===== src/rtl/iobuf_turnaround_ctrl.sv =====
// Arbitrates one bidirectional pad bus between a write requester and a read sampler, with idle turnaround.
// Latency: write word on pad one cycle after acceptance; read sample on rd_data two cycles after pad capture.
// Backpressure: wr_ready only in WRITE; bursts are cut after MAX_BURST words only while the other side waits.
module iobuf_turnaround_ctrl #(
    parameter int WIDTH     = 8,
    parameter int TURN      = 2,
    parameter int MAX_BURST = 16
) (
    input  logic             clock,
    input  logic             reset_n,
    input  logic             wr_valid,
    input  logic [WIDTH-1:0] wr_data,
    output logic             wr_ready,
    input  logic             rd_req,
    output logic             rd_gnt,
    output logic             rd_valid,
    output logic [WIDTH-1:0] rd_data,
    output logic [WIDTH-1:0] pad_o,
    output logic             pad_oe,
    input  logic [WIDTH-1:0] pad_i,
    output logic             busy
);

    localparam int BW = $clog2(MAX_BURST + 1);
    localparam int TW = (TURN > 1) ? $clog2(TURN) : 1;
    localparam logic [BW-1:0] BURST_MAX  = BW'(MAX_BURST);
    localparam logic [BW-1:0] BURST_LAST = BW'(MAX_BURST - 1);
    localparam logic [TW-1:0] TURN_LAST  = TW'(TURN - 1);

    typedef enum logic [1:0] {
        S_IDLE  = 2'd0,
        S_WRITE = 2'd1,
        S_READ  = 2'd2,
        S_TURN  = 2'd3
    } state_t;

    state_t           state;
    state_t           state_nxt;
    logic             last_wr;      // 1: write was granted most recently, 0: read
    logic [BW-1:0]    burst_cnt;
    logic [TW-1:0]    turn_cnt;
    logic [WIDTH-1:0] sync1;
    logic [WIDTH-1:0] sync2;
    logic             smp1;
    logic [WIDTH-1:0] rd_hold;
    logic             wr_xfer;
    logic             rd_fire;
    logic             burst_last;

    assign wr_ready   = (state == S_WRITE);
    assign rd_gnt     = (state == S_READ);
    assign busy       = (state != S_IDLE);
    assign wr_xfer    = wr_ready & wr_valid;
    assign rd_fire    = rd_gnt & rd_req;
    // This word/sample is the MAX_BURST-th of the grant (or beyond, once saturated).
    assign burst_last = (burst_cnt >= BURST_LAST);
    // The second synchronizer flop feeds rd_data directly on a valid sample, otherwise the last sample is held.
    assign rd_data    = rd_valid ? sync2 : rd_hold;

    // Next-state arbitration: fair alternation on conflict, forced release only when the other side waits.
    always_comb begin
        state_nxt = state;
        case (state)
            S_IDLE: begin
                if (wr_valid && rd_req) state_nxt = last_wr ? S_READ : S_WRITE;
                else if (wr_valid)      state_nxt = S_WRITE;
                else if (rd_req)        state_nxt = S_READ;
            end
            S_WRITE: begin
                if (!wr_valid)                 state_nxt = S_TURN;
                else if (rd_req && burst_last) state_nxt = S_TURN;
            end
            S_READ: begin
                if (!rd_req)                     state_nxt = S_TURN;
                else if (wr_valid && burst_last) state_nxt = S_TURN;
            end
            S_TURN: begin
                if (turn_cnt == TURN_LAST) state_nxt = S_IDLE;
            end
            default: state_nxt = S_IDLE;
        endcase
    end

    // State register and grant history.
    always_ff @(posedge clock or negedge reset_n) begin
        if (!reset_n) begin
            state   <= S_IDLE;
            last_wr <= 1'b0;
        end else begin
            state <= state_nxt;
            if (state == S_IDLE && state_nxt == S_WRITE) last_wr <= 1'b1;
            if (state == S_IDLE && state_nxt == S_READ)  last_wr <= 1'b0;
        end
    end

    // Burst counter held at zero in IDLE so every grant starts fresh; turnaround counter runs only in TURN.
    always_ff @(posedge clock or negedge reset_n) begin
        if (!reset_n) begin
            burst_cnt <= '0;
            turn_cnt  <= '0;
        end else begin
            if (state == S_IDLE)
                burst_cnt <= '0;
            else if ((wr_xfer || rd_fire) && burst_cnt != BURST_MAX)
                burst_cnt <= burst_cnt + BW'(1);
            if (state != S_TURN) turn_cnt <= '0;
            else                 turn_cnt <= turn_cnt + TW'(1);
        end
    end

    // Pad driver: a word is driven exactly in the cycle after its acceptance.
    always_ff @(posedge clock or negedge reset_n) begin
        if (!reset_n) begin
            pad_oe <= 1'b0;
            pad_o  <= '0;
        end else begin
            pad_oe <= wr_xfer;
            if (wr_xfer) pad_o <= wr_data;
        end
    end

    // Pad synchronizer runs every cycle; sample-valid tracks it so in-flight samples survive leaving READ.
    always_ff @(posedge clock or negedge reset_n) begin
        if (!reset_n) begin
            sync1    <= '0;
            sync2    <= '0;
            smp1     <= 1'b0;
            rd_valid <= 1'b0;
            rd_hold  <= '0;
        end else begin
            sync1    <= pad_i;
            sync2    <= sync1;
            smp1     <= rd_fire;
            rd_valid <= smp1;
            if (rd_valid) rd_hold <= sync2;
        end
    end

endmodule


===== config.mk =====
export PLATFORM = sky130hd
export DESIGN_NAME = iobuf_turnaround_ctrl
export DESIGN_NICKNAME = d
export VERILOG_FILES = /design/src/rtl/iobuf_turnaround_ctrl.sv
export SDC_FILE = /design/constraint.sdc
export NUM_CORES = 1
export LEC_CHECK = 0
export ABC_AREA = 1
export CAP_MARGIN = 20
export CORE_MARGIN = 2
export CORE_UTILIZATION = 47
export CTS_CLUSTER_SIZE = 10
export DETAILED_ROUTE_END_ITERATION = 8
export PLACE_DENSITY_LB_ADDON = 0.12
export SYNTH_ARGS = -nofsm -noshare
export SYNTH_HDL_FRONTEND = slang
export SYNTH_SLANG_ARGS = --single-unit

===== constraint.sdc =====
create_clock -name clock -period 1.8 [get_ports clock]
set_input_delay 0.54 -clock clock [delete_from_list [all_inputs] [get_ports clock]]
set_output_delay 0.54 -clock clock [all_outputs]
set_load 0.02 [all_outputs]

==> impl_metrics.tcl <==
set metrics [dict create \
    status "finished, violations left" \
    violations "setup timing" \
    ys_types 20 \
    grt_overflow 0 \
    relSlewSlack_pct 72.74 \
    ys_seq_area_share_pct 67.38 \
    grt.total_usage_pct 17.43 \
    required_ps 1260 \
    synth_area_sq_um 1634 \
    slowest_delay_ps 390 \
    cp-start-kind "flop" \
    diodes 0 \
    grt_pass1_vias 1178 \
    fp-row-count 21 \
    crit_fanout 9 \
    ant_nets 0 \
    avgRoutedWirePerCell_microns 12.07 \
    cts_made_buffers 5 \
    synth_fp_nets 169 \
    cpLargestDelayFamily "flip-flops" \
    ir_drop_mv 0.6398 \
    setup.worst_path.start "rd_valid" \
    final_area_sq_um 2208 \
    synth-xor-area-share_pct 0.5360 \
    maxCapViolations 0 \
    slew_viol_final 0 \
    grt_start_max_net_pins 29 \
    synthTopCellsByArea "dfrtp_1 67%, nand2_1 11%, mux2_2 5.5%" \
    post_cts.repair.setup_buffers 0 \
    r2r_slack_ps 300 \
    criticalPathCategory "reg2out" \
    synth_area_per_cell_sq_um 11.19 \
    yosysTopAreaCell "dfrtp_1" \
    final.period_utilization_pct 105.5 \
    dp_hpwl_mm 2.273 \
    initial_core_util_pct 48.97 \
    tightestPinTransition_ps 408.9 \
    clock-sinks 44 \
    cts_tree "built" \
    grt_first_pass_wirelength_mm 5.250 \
    drc 0 \
    setup_viol 8 \
    first_pass_iters 6 \
    place_area_sq_um 2160 \
    end_kind "primary output" \
    min_period_ps 1900 \
    ios 41 \
    setup_ws_ps -99.72 \
    leakage_uw 0.001136 \
    vias 1149 \
    area_growth_pct 35.15 \
    synth_compound_gate_area_share_pct 1.455 \
    nets 222 \
    cp.buffers_inverters 2 \
    rsz0062_at_grt "true" \
    layout-drive-gt1-share_pct 23.00 \
    die-area_sq_um 3965 \
    gp_congestion 0.8489 \
    synthSimpleGateAreaFrac_pct 19.53 \
    power_uw 3535 \
    yosys.cell_count.top_type "nand2_1" \
    synth_warnings 0 \
    slowest_stage "dfrtp_1" \
    synthArstFlopShare_pct 100.0 \
    synthFlopType "dfrtp_1" \
    ys_seq_elements 44 \
    via_per_inst 4.671 \
    synth_top_area_share_pct 67.38 \
    synth_edf_count 0 \
    clk_path_buf_depth 2 \
    drt_first_iter_violations 75 \
    cp_cell_sequence "buf_12 > mux2_2 > buf_2" \
    clk_pin_slew_ps 130 \
    place.port_buffers 40 \
    finClkSkew_ps 13.88 \
    yosys.area_share.adder_pct 2.297 \
    dieWidth_microns 62.97 \
    muxShareOfSynthArea_pct 5.513 \
    synth_common_cells "48 x nand2_1, 44 x dfrtp_1, 9 x inv_1" \
    antenna_found_initial 0 \
    clock-root-buffer "clkbuf_4" \
    htree_num_levels 2 \
    crit_arrival_ps 1360 \
    clock_latency_ps 350 \
    timing.rr.start "burst_cnt[0]" \
    clock.fmax_mhz 526.4 \
    min_path_type "in2async" \
    power_per_cell_area_nw_per_um2 1601 \
    hold_violations 0 \
    netlist_instances 146 \
    coreArea_sq_um 3337 \
    die_h_microns 62.97 \
    synth_top_family_by_area "simple AND/OR/NAND/NOR gates" \
    drt_wl_total_mm 2.969 \
]
## power by group
group | switching, uW | internal (uW) | total (uW)
combinational | 826 | 612 | 1440
clock | 315 | 333 | 648
sequential | 170 | 1280 | 1450
total | 1310 | 2220 | 3530
## cell type report
type	instances	area (sq um)
fill	275	1129
tap	46	57.56
sequential	44	1102
clock buffer	6	51.30
clock inverter	2	38.79
timing repair buffer	47	422.9
inverter	13	48.80
multi-input combinational	88	486.7
## path summary, 6_finish.rpt
| path | end | cells past startpoint |
|---|---|---|
| worst max-delay path | rd_data[6] | 3 |
| worst min-delay path | burst_cnt[0] | 1 |
| worst max register to register | state[0] | 10 |
| worst min register to register | sync2[6] | 0 |
| max in group asynchronous | rd_hold[3] | 2 |
| min in group clock | sync2[6] | 0 |
## cells in the final DEF, fill, tap and decap left out
master            n
nand2_2           1
nor3_1            1
buf_6             2
a21oi_1           1
nor2_1            5
o21ai_0           1
o211ai_1          1
buf_2             8
nor2_2            2
clkinv_1          1
xor2_1            1
clkbuf_4          5
buf_12            2
inv_2             3
dfrtp_2           1
inv_1             9
mux2_2            8
clkdlybuf4s50_1  18
clkinv_4          1
nor2_4            1
dlygate4sd2_1    10
ha_1              3
nand4_1           3
dfrtp_1          43
nand2_4           3
buf_4             7
nand2_1          48
nand3_1           8
bufinv_16         1
clkbuf_8          1
a31oi_1           1
## stage by stage
stage | hold WS, ps | TNS, ps | util (%) | setup slack (ps) | std cells
6_report | 98.81 | -735.2 | 66.18 | -99.72 | 246
5_1_grt | 98.10 | -1438 | 66.18 | -192.3 | 246
4_1_cts | 104.6 | -965.2 | 65.65 | -125.7 | 246
3_5_place_dp | 334.7 | -852.6 | 64.72 | -113.5 | 238
3_3_place_gp | 331.3 | -694.5 | 64.72 | -93.54 | 238
2_1_floorplan | 244.4 | 0 | - | 205.0 | 146
## registers in the layout, summed over array words and instances (netlist names), 2 cells and up
name,flops
rd_hold,8
burst_cnt,5
pad_o,8
state,2
sync1,8
sync2,8
## logic make-up (layout without fill, tap and decap cells)
| kind of cell | Yosys count | in the layout |
|---|---|---|
| simple gates | 72 | 72 |
| flops | 44 | 44 |
| buf+inv | 14 | 68 |
| mux | 8 | 8 |
| compound gates | 4 | 4 |
| fa+ha+maj | 3 | 3 |
| xor+xnor | 1 | 1 |
## layer usage
layer | global-route usage (%) | wire [microns] | part of all wire, %
met1 | 19.98 | 1217 | 41
met2 | 29.52 | 1540 | 52
met3 | 7.027 | 190 | 6.4
met4 | 5.833 | 22 | 0.74
met5 | 0 | 0 | 0
## timing repair
action,4_1_cts,5_1_grt
resized for setup,54,9
endpoints found under the setup margin,21,11
pin swaps,1,0
hold buffers,0,0
endpoints found under the hold margin,0,0
(Power assumes the default switching activity.)
